===== config.mk =====
export PLATFORM = sky130hd
export DESIGN_NAME = datapath_seq_flat
export DESIGN_NICKNAME = d
export VERILOG_FILES = /design/src/rtl/datapath_seq_pkg.sv /design/src/rtl/datapath_seq_if.sv /design/src/rtl/datapath_seq_iter_muldiv.sv /design/src/rtl/datapath_seq.sv /design/src/flat_wrapper.sv
export SDC_FILE = /design/constraint.sdc
export NUM_CORES = 2
export LEC_CHECK = 0
export BUFFER_PORTS_ARGS = -buffer_cell sky130_fd_sc_hd__buf_2
export CAP_MARGIN = 20
export CORE_ASPECT_RATIO = 0.7
export CORE_MARGIN = 4
export CORE_UTILIZATION = 47
export DETAILED_ROUTE_END_ITERATION = 10
export PLACE_DENSITY = 0.72
export SYNTH_ARGS = -nofsm -noshare
export SYNTH_HDL_FRONTEND = slang
export SYNTH_HIERARCHICAL = 1
export SYNTH_SLANG_ARGS = --single-unit

===== constraint.sdc =====
create_clock -name clock -period 6.3 [get_ports clock]
set_input_delay 0.315 -clock clock [delete_from_list [all_inputs] [get_ports clock]]
set_output_delay 0.315 -clock clock [all_outputs]
set_load 0.01 [all_outputs]

===== src/rtl/datapath_seq_pkg.sv =====
// Shared definitions for datapath_seq: opcodes, sequencer states and iteration count.
// The DIV opcode is only legal when DATAPATH_SEQ_DIV_EN is defined.
package datapath_seq_pkg;

  localparam logic [4:0] OP_ADD  = 5'd0;
  localparam logic [4:0] OP_SUB  = 5'd1;
  localparam logic [4:0] OP_AND  = 5'd2;
  localparam logic [4:0] OP_OR   = 5'd3;
  localparam logic [4:0] OP_SHL  = 5'd4;
  localparam logic [4:0] OP_SHR  = 5'd5;
  localparam logic [4:0] OP_SHRA = 5'd6;
  localparam logic [4:0] OP_ROL  = 5'd7;
  localparam logic [4:0] OP_NEG  = 5'd8;
  localparam logic [4:0] OP_NOT  = 5'd9;
  localparam logic [4:0] OP_MUL  = 5'd10;
  localparam logic [4:0] OP_DIV  = 5'd11;

  typedef enum logic [2:0] {
    ST_IDLE,
    ST_LOAD_Y,
    ST_EXEC,
    ST_ITER,
    ST_WRITE
  } state_t;

  // One multiplier/divider bit is resolved per ITER cycle.
  function automatic int iterCount(input int dataW);
    return dataW;
  endfunction

endpackage


===== src/rtl/datapath_seq_if.sv =====
// Request, external-load, debug and status bundle between the control unit and datapath_seq.
interface datapath_seq_if #(
  parameter int DATA_W   = 32,
  parameter int NUM_REGS = 16
);
  localparam int SEL_W = $clog2(NUM_REGS);

  logic              start;
  logic [4:0]        opcode;
  logic [SEL_W-1:0]  ra_sel;
  logic [SEL_W-1:0]  rb_sel;
  logic [SEL_W-1:0]  rc_sel;
  logic              use_imm;
  logic [DATA_W-1:0] imm;
  logic              ext_wr_en;
  logic [SEL_W-1:0]  ext_wr_sel;
  logic [DATA_W-1:0] ext_wr_data;
  logic [SEL_W-1:0]  dbg_rd_sel;
  logic [DATA_W-1:0] dbg_rd_data;
  logic              busy;
  logic              done;
  logic              err;
  logic [DATA_W-1:0] result;
  logic [DATA_W-1:0] hi_out;
  logic [DATA_W-1:0] lo_out;

  modport master (
    output start, opcode, ra_sel, rb_sel, rc_sel, use_imm, imm,
    output ext_wr_en, ext_wr_sel, ext_wr_data, dbg_rd_sel,
    input  dbg_rd_data, busy, done, err, result, hi_out, lo_out
  );

  modport slave (
    input  start, opcode, ra_sel, rb_sel, rc_sel, use_imm, imm,
    input  ext_wr_en, ext_wr_sel, ext_wr_data, dbg_rd_sel,
    output dbg_rd_data, busy, done, err, result, hi_out, lo_out
  );
endinterface


===== src/rtl/datapath_seq_iter_muldiv.sv =====
// iter_muldiv: shift-add unsigned multiplier, plus a restoring divider when DATAPATH_SEQ_DIV_EN
// is defined. Loaded by i_start, then resolves one bit per cycle for DATA_W cycles.
module iter_muldiv
  import datapath_seq_pkg::*;
#(
  parameter int DATA_W = 32
) (
  input  logic              clock,
  input  logic              clear_n,
  input  logic              i_start,
  input  logic              i_isDiv,
  input  logic [DATA_W-1:0] i_opA,
  input  logic [DATA_W-1:0] i_opB,
  output logic              o_last,
  output logic [DATA_W-1:0] o_hi,
  output logic [DATA_W-1:0] o_lo
);
  localparam int CNT_W = $clog2(DATA_W) + 1;
  localparam logic [CNT_W-1:0] ITER_N = CNT_W'(iterCount(DATA_W));

  logic [CNT_W-1:0]    r_count;
  logic [2*DATA_W-1:0] r_acc;
  logic [DATA_W-1:0]   r_opB;
  logic [2*DATA_W-1:0] w_accNext;
  logic [DATA_W:0]     w_mulSum;

  // Multiply: {acc_hi + carry, multiplier} shifts right, adding the multiplicand on a set LSB.
  assign w_mulSum = {1'b0, r_acc[2*DATA_W-1:DATA_W]} + (r_acc[0] ? {1'b0, r_opB} : '0);

`ifdef DATAPATH_SEQ_DIV_EN
  logic            r_isDiv;
  logic [DATA_W:0] w_divRem;
  logic [DATA_W:0] w_divTrial;

  // Divide: {remainder, quotient} shifts left; a borrow-free trial subtract sets the quotient bit.
  assign w_divRem   = {r_acc[2*DATA_W-1:DATA_W], r_acc[DATA_W-1]};
  assign w_divTrial = w_divRem - {1'b0, r_opB};

  always_comb begin
    w_accNext = {w_mulSum, r_acc[DATA_W-1:1]};
    if (r_isDiv) begin
      if (w_divTrial[DATA_W]) begin
        w_accNext = {r_acc[2*DATA_W-2:0], 1'b0};
      end else begin
        w_accNext = {w_divTrial[DATA_W-1:0], r_acc[DATA_W-2:0], 1'b1};
      end
    end
  end
`else
  logic w_unusedIsDiv;
  assign w_unusedIsDiv = i_isDiv;
  assign w_accNext     = {w_mulSum, r_acc[DATA_W-1:1]};
`endif

  always_ff @(posedge clock or negedge clear_n) begin
    if (!clear_n) begin
      r_count <= '0;
      r_acc   <= '0;
      r_opB   <= '0;
`ifdef DATAPATH_SEQ_DIV_EN
      r_isDiv <= 1'b0;
`endif
    end else if (i_start) begin
      r_count <= ITER_N;
      r_acc   <= {{DATA_W{1'b0}}, i_opA};
      r_opB   <= i_opB;
`ifdef DATAPATH_SEQ_DIV_EN
      r_isDiv <= i_isDiv;
`endif
    end else if (r_count != '0) begin
      r_count <= r_count - 1'b1;
      r_acc   <= w_accNext;
    end
  end

  assign o_last = (r_count == CNT_W'(1));
  assign o_hi   = r_acc[2*DATA_W-1:DATA_W];
  assign o_lo   = r_acc[DATA_W-1:0];
endmodule


===== src/rtl/datapath_seq.sv =====
// datapath_seq: register file, Y/Z/HI/LO and a sequencer running one Ra <- Rb op Rc/imm per start.
// Define DATAPATH_SEQ_DIV_EN to make opcode 11 an unsigned restoring divide.
module datapath_seq
  import datapath_seq_pkg::*;
#(
  parameter int DATA_W   = 32,
  parameter int NUM_REGS = 16
) (
  input logic           clock,
  input logic           clear_n,
  datapath_seq_if.slave bus
);
  localparam int SEL_W = $clog2(NUM_REGS);
  localparam int SH_W  = $clog2(DATA_W);
  localparam logic [SH_W:0] W_BITS = (SH_W + 1)'(DATA_W);

  state_t            r_state, w_nextState;
  logic [DATA_W-1:0] r_regs [NUM_REGS];
  logic [4:0]        r_opcode;
  logic [SEL_W-1:0]  r_raSel, r_rbSel, r_rcSel;
  logic              r_useImm;
  logic [DATA_W-1:0] r_imm, r_y, r_z, r_hi, r_lo, r_result;
  logic              r_busy, r_done, r_err, r_errPend, r_illegal;
  logic              w_legal, w_isMulDiv, w_divZero, w_iterStart, w_iterLast;
  logic [DATA_W-1:0] w_opnd2, w_aluOut, w_iterHi, w_iterLo;
  logic [SH_W-1:0]   w_shamt;
  logic [SH_W:0]     w_rotBack;

  assign w_opnd2   = r_useImm ? r_imm : r_regs[r_rcSel];
  assign w_shamt   = w_opnd2[SH_W-1:0];
  assign w_rotBack = W_BITS - {1'b0, w_shamt};

`ifdef DATAPATH_SEQ_DIV_EN
  assign w_legal    = (r_opcode <= OP_DIV);
  assign w_isMulDiv = (r_opcode == OP_MUL) || (r_opcode == OP_DIV);
  assign w_divZero  = (r_opcode == OP_DIV) && (w_opnd2 == '0);
`else
  assign w_legal    = (r_opcode <= OP_MUL);
  assign w_isMulDiv = (r_opcode == OP_MUL);
  assign w_divZero  = 1'b0;
`endif

  // Rotate-left by zero shifts right by DATA_W, which yields zero and leaves Y unchanged.
  always_comb begin
    w_aluOut = '0;
    case (r_opcode)
      OP_ADD:  w_aluOut = r_y + w_opnd2;
      OP_SUB:  w_aluOut = r_y - w_opnd2;
      OP_AND:  w_aluOut = r_y & w_opnd2;
      OP_OR:   w_aluOut = r_y | w_opnd2;
      OP_SHL:  w_aluOut = r_y << w_shamt;
      OP_SHR:  w_aluOut = r_y >> w_shamt;
      OP_SHRA: w_aluOut = $signed(r_y) >>> w_shamt;
      OP_ROL:  w_aluOut = (r_y << w_shamt) | (r_y >> w_rotBack);
      OP_NEG:  w_aluOut = -r_y;
      OP_NOT:  w_aluOut = ~r_y;
      default: w_aluOut = '0;
    endcase
  end

  always_comb begin
    w_nextState = r_state;
    w_iterStart = 1'b0;
    case (r_state)
      ST_IDLE:   if (bus.start) w_nextState = ST_LOAD_Y;
      ST_LOAD_Y: w_nextState = ST_EXEC;
      ST_EXEC: begin
        if (w_legal && w_isMulDiv) begin
          w_iterStart = 1'b1;
          w_nextState = ST_ITER;
        end else begin
          w_nextState = ST_WRITE;
        end
      end
      ST_ITER:   if (w_iterLast) w_nextState = ST_WRITE;
      ST_WRITE:  w_nextState = ST_IDLE;
      default:   w_nextState = ST_IDLE;
    endcase
  end

  always_ff @(posedge clock or negedge clear_n) begin
    if (!clear_n) r_state <= ST_IDLE;
    else          r_state <= w_nextState;
  end

  iter_muldiv #(.DATA_W(DATA_W)) u_iter (
    .clock   (clock),
    .clear_n (clear_n),
    .i_start (w_iterStart),
    .i_isDiv (r_opcode == OP_DIV),
    .i_opA   (r_y),
    .i_opB   (w_opnd2),
    .o_last  (w_iterLast),
    .o_hi    (w_iterHi),
    .o_lo    (w_iterLo)
  );

  // The external load is scheduled first so an FSM write to the same register on this edge wins.
  always_ff @(posedge clock or negedge clear_n) begin
    if (!clear_n) begin
      for (int i = 0; i < NUM_REGS; i++) r_regs[i] <= '0;
      r_opcode  <= '0;
      r_raSel   <= '0;
      r_rbSel   <= '0;
      r_rcSel   <= '0;
      r_useImm  <= 1'b0;
      r_imm     <= '0;
      r_y       <= '0;
      r_z       <= '0;
      r_hi      <= '0;
      r_lo      <= '0;
      r_result  <= '0;
      r_busy    <= 1'b0;
      r_done    <= 1'b0;
      r_err     <= 1'b0;
      r_errPend <= 1'b0;
      r_illegal <= 1'b0;
    end else begin
      r_done <= 1'b0;
      r_err  <= 1'b0;
      if (bus.ext_wr_en && (bus.ext_wr_sel != '0)) r_regs[bus.ext_wr_sel] <= bus.ext_wr_data;
      case (r_state)
        ST_IDLE: begin
          if (bus.start) begin
            r_opcode <= bus.opcode;
            r_raSel  <= bus.ra_sel;
            r_rbSel  <= bus.rb_sel;
            r_rcSel  <= bus.rc_sel;
            r_useImm <= bus.use_imm;
            r_imm    <= bus.imm;
            r_busy   <= 1'b1;
          end
        end
        ST_LOAD_Y: r_y <= r_regs[r_rbSel];
        ST_EXEC: begin
          r_illegal <= !w_legal;
          r_errPend <= !w_legal || w_divZero;
          if (w_legal && !w_isMulDiv) r_z <= w_aluOut;
        end
        ST_WRITE: begin
          r_busy <= 1'b0;
          r_done <= 1'b1;
          r_err  <= r_errPend;
          if (!r_illegal) begin
            if (w_isMulDiv) begin
              r_hi     <= w_iterHi;
              r_lo     <= w_iterLo;
              r_result <= w_iterLo;
            end else begin
              if (r_raSel != '0) r_regs[r_raSel] <= r_z;
              r_result <= r_z;
            end
          end
        end
        default: ;
      endcase
    end
  end

  assign bus.dbg_rd_data = r_regs[bus.dbg_rd_sel];
  assign bus.busy        = r_busy;
  assign bus.done        = r_done;
  assign bus.err         = r_err;
  assign bus.result      = r_result;
  assign bus.hi_out      = r_hi;
  assign bus.lo_out      = r_lo;
endmodule

===== src/flat_wrapper.sv =====
// flat-port wrapper written by rule: the top's interface ports become plain ports
module datapath_seq_flat import datapath_seq_pkg::*;
#(
  parameter int DATA_W   = 32,
  parameter int NUM_REGS = 16
)
  (clock, clear_n, bus_start, bus_opcode, bus_ra_sel, bus_rb_sel, bus_rc_sel, bus_use_imm, bus_imm, bus_ext_wr_en, bus_ext_wr_sel, bus_ext_wr_data, bus_dbg_rd_sel, bus_dbg_rd_data, bus_busy, bus_done, bus_err, bus_result, bus_hi_out, bus_lo_out);
  datapath_seq_if #(.DATA_W(DATA_W), .NUM_REGS(NUM_REGS)) bus_i ();
  input logic clock;
  input logic clear_n;
  input wire logic [$bits(bus_i.start)-1:0] bus_start;
  input wire logic [$bits(bus_i.opcode)-1:0] bus_opcode;
  input wire logic [$bits(bus_i.ra_sel)-1:0] bus_ra_sel;
  input wire logic [$bits(bus_i.rb_sel)-1:0] bus_rb_sel;
  input wire logic [$bits(bus_i.rc_sel)-1:0] bus_rc_sel;
  input wire logic [$bits(bus_i.use_imm)-1:0] bus_use_imm;
  input wire logic [$bits(bus_i.imm)-1:0] bus_imm;
  input wire logic [$bits(bus_i.ext_wr_en)-1:0] bus_ext_wr_en;
  input wire logic [$bits(bus_i.ext_wr_sel)-1:0] bus_ext_wr_sel;
  input wire logic [$bits(bus_i.ext_wr_data)-1:0] bus_ext_wr_data;
  input wire logic [$bits(bus_i.dbg_rd_sel)-1:0] bus_dbg_rd_sel;
  output wire logic [$bits(bus_i.dbg_rd_data)-1:0] bus_dbg_rd_data;
  output wire logic [$bits(bus_i.busy)-1:0] bus_busy;
  output wire logic [$bits(bus_i.done)-1:0] bus_done;
  output wire logic [$bits(bus_i.err)-1:0] bus_err;
  output wire logic [$bits(bus_i.result)-1:0] bus_result;
  output wire logic [$bits(bus_i.hi_out)-1:0] bus_hi_out;
  output wire logic [$bits(bus_i.lo_out)-1:0] bus_lo_out;
  assign bus_i.start = bus_start;
  assign bus_i.opcode = bus_opcode;
  assign bus_i.ra_sel = bus_ra_sel;
  assign bus_i.rb_sel = bus_rb_sel;
  assign bus_i.rc_sel = bus_rc_sel;
  assign bus_i.use_imm = bus_use_imm;
  assign bus_i.imm = bus_imm;
  assign bus_i.ext_wr_en = bus_ext_wr_en;
  assign bus_i.ext_wr_sel = bus_ext_wr_sel;
  assign bus_i.ext_wr_data = bus_ext_wr_data;
  assign bus_i.dbg_rd_sel = bus_dbg_rd_sel;
  assign bus_dbg_rd_data = bus_i.dbg_rd_data;
  assign bus_busy = bus_i.busy;
  assign bus_done = bus_i.done;
  assign bus_err = bus_i.err;
  assign bus_result = bus_i.result;
  assign bus_hi_out = bus_i.hi_out;
  assign bus_lo_out = bus_i.lo_out;
  datapath_seq #(.DATA_W(DATA_W), .NUM_REGS(NUM_REGS)) u_core (.clock(clock), .clear_n(clear_n), .bus(bus_i));
endmodule

==> impl_metrics.json <==
{
  "cts.sinks": 831,
  "die_area_um2": 132000,
  "numCtsBuffers": 89,
  "finalSetupViolations": 0,
  "cap_viol_max_count": 0,
  "totalWireLength_mm": 257,
  "dr_wl_met2_mm": 102,
  "vias": 53500,
  "core_um2": 125000,
  "syn_avg_cell_area_um2": 10.2,
  "place.gp.congestion": 1.09,
  "fin_skew_ns": 0.0363,
  "grt-ovfl-total": 0,
  "synth_cells": 5806,
  "hold_viol_final": 0,
  "portBuffers": 224,
  "grt_pass1_vias": 50600,
  "num_rows": 108,
  "place_ws_ns": 0.269,
  "drive_above_1_share_pct": 23.6,
  "final_util_pct": 53.0,
  "htreeDepth": 3,
  "maxSlewViolCount": 0,
  "setup_ws_ns": 0.174,
  "worstPathMaxFanout": 34,
  "die_height_um": 305,
  "max_freq_mhz": 163,
  "grt_pass1_wl_mm": 368,
  "ys_warn_count": 6,
  "start_kind": "flop",
  "cts_tree": "done",
  "finalSetupTns_ns": 0,
  "min_path_type": "input pin to flop",
  "grt_max_degree": 159,
  "track_usage_pct": 38.0,
  "area_growth_syn_to_layout_pct": 11.3,
  "ioPinCount": 225,
  "highest_layer": "met5",
  "post_drt_via_cell_ratio": 7.09,
  "maxSlewHeadroom_pct": 12.3,
  "cp.required_ns": 6.90,
  "clkTransAtPathRegs_ns": 0.07,
  "wl_met3_mm": 40.8,
  "die_w_um": 433,
  "clk_root_buffer_cell": "clkbuf_16",
  "ant_nets": 0,
  "wl_per_cell_um": 34.0,
  "outcome": "finished clean",
  "clk_latency_ns": 0.74,
  "route.detailed.drc": 0,
  "start_util_pct": 47.6,
  "grt_setup_unrepaired": "false",
  "firstDrtPassIters": 7,
  "end_kind": "flop",
  "drt-met1-wl_mm": 99.3,
  "r2r_slack_ns": 0.17,
  "cp.arrival_ns": 6.72,
  "syn_area_um2": 59400,
  "syn_nets": 5972,
  "first_iter_violations": 8494,
  "nNetsFinal": 5976,
  "dp_hpwl_mm": 173,
  "min_period_ns": 6.13,
  "fin_crit_sh_pct": 97.2,
  "crit_type": "flop to flop",
  "cts_buffer_depth": 3,
  "antenna_found_initial": 23,
  "worstMarginPinSlew_ns": 1.30
}
## layer usage
metal	vias up	GRT usage, %
met2	4644	50.5
met1	26400	52.6
met3	874	16.8
met5	-	0.178
met4	14	18.0
li1	21600	-
## cell type report
| cell class | instances | area (um2) |
|---|---|---|
| inverter | 51 | 194 |
| multi-input combinational | 4319 | 36100 |
| clock inverter | 47 | 633 |
| tap | 1650 | 2060 |
| sequential | 831 | 20800 |
| clock buffer | 119 | 2560 |
| fill | 10800 | 58600 |
| antenna | 18 | 45.0 |
| timing repair buffer | 518 | 3720 |
## cells in the final DEF (no fill, tap or decap), types with 19 or more instances in the layout
cell type,instances
clkbuf_8,19
xor2_1,40
inv_1,46
a211oi_1,41
clkbuf_16,91
o21ai_0,350
o211ai_1,35
buf_4,225
mux4_2,449
and2_1,45
maj3_1,26
nand2b_1,34
nor3_1,53
xnor2_1,64
a31oi_1,82
mux2_2,187
ha_1,70
a21o_1,35
nand3_1,77
dlygate4sd3_1,49
nor2_1,512
dfrtp_1,821
and3_1,21
a221oi_1,37
mux2i_1,681
a22oi_1,24
nand2_1,549
a21oi_1,472
o22ai_1,43
buf_2,221
## repair_timing
action,CTS,global route
hold buffers,49,0
setup endpoints to repair,0,3
gates resized for setup,0,1
hold endpoints to repair,136,0
buffers inserted,0,1
## flip-flops by register name, indices dropped and copies added, names as in the netlist, 5 cells and up
signal                 count
u_core/bus.lo_out         32
u_core/r_y                32
u_core/u_iter/r_count      6
u_core/bus.hi_out         32
u_core/r_opcode            5
u_core/u_iter/r_acc       64
u_core/r_regs            512
u_core/r_z                32
u_core/bus.result         32
u_core/u_iter/r_opB       32
u_core/r_imm              32
## path summary, 6_finish.rpt
| kind | cells past startpoint | to | from |
|---|---|---|---|
| max | 20 | u_core/r_z[28]$_DFFE_PN0P_ | u_core/r_rcSel[2]$_DFFE_PN0P_ |
| min | 3 | u_core/r_regs[106]$_DFF_PN0_ | bus_ext_wr_data[10] |
| max reg2reg | 20 | u_core/r_z[28]$_DFFE_PN0P_ | u_core/r_rcSel[2]$_DFFE_PN0P_ |
| min reg2reg | 0 | u_core/r_regs[506]$_DFF_PN0_ | u_core/r_regs[506]$_DFF_PN0_ |
| max in group asynchronous | 3 | u_core/r_rcSel[3]$_DFFE_PN0P_ | clear_n |
| min in group asynchronous | 2 | u_core/r_regs[181]$_DFF_PN0_ | clear_n |
## through the flow
step / area [um2] / std cells / hold WS, ns
finish: 66100 / 7553 / 0.0461
global route: 66100 / 7542 / 0.0396
CTS: 66000 / 7530 / 0.00451
detailed placement: 62300 / 7315 / 0.403
global placement: 62300 / 7314 / 0.393
floorplan: 59400 / 5806 / 0.0194
## critical path, stage by stage, from the launching register on
cell and delay [ns]:
dfrtp_4 0.78, buf_4 0.28, mux4_2 0.31, mux2i_1 0.17, a221oi_1 0.26, a211oi_2 0.52, nand3b_1 0.19, or3_1 0.50
o21ai_0 0.24, xor2_1 0.17, ha_1 0.28, a211oi_1 0.35, nand3b_1 0.12, o31ai_1 0.41, buf_4 0.22, a211oi_1 0.09
nor2_1 0.26, a31oi_1 0.18, xnor2_1 0.21, nor2_1 0.06, o32a_1 0.35
Power is left out: the tool's default activity adds up to more than one toggle a clock period on the data nets, which glitch-free logic cannot reach.
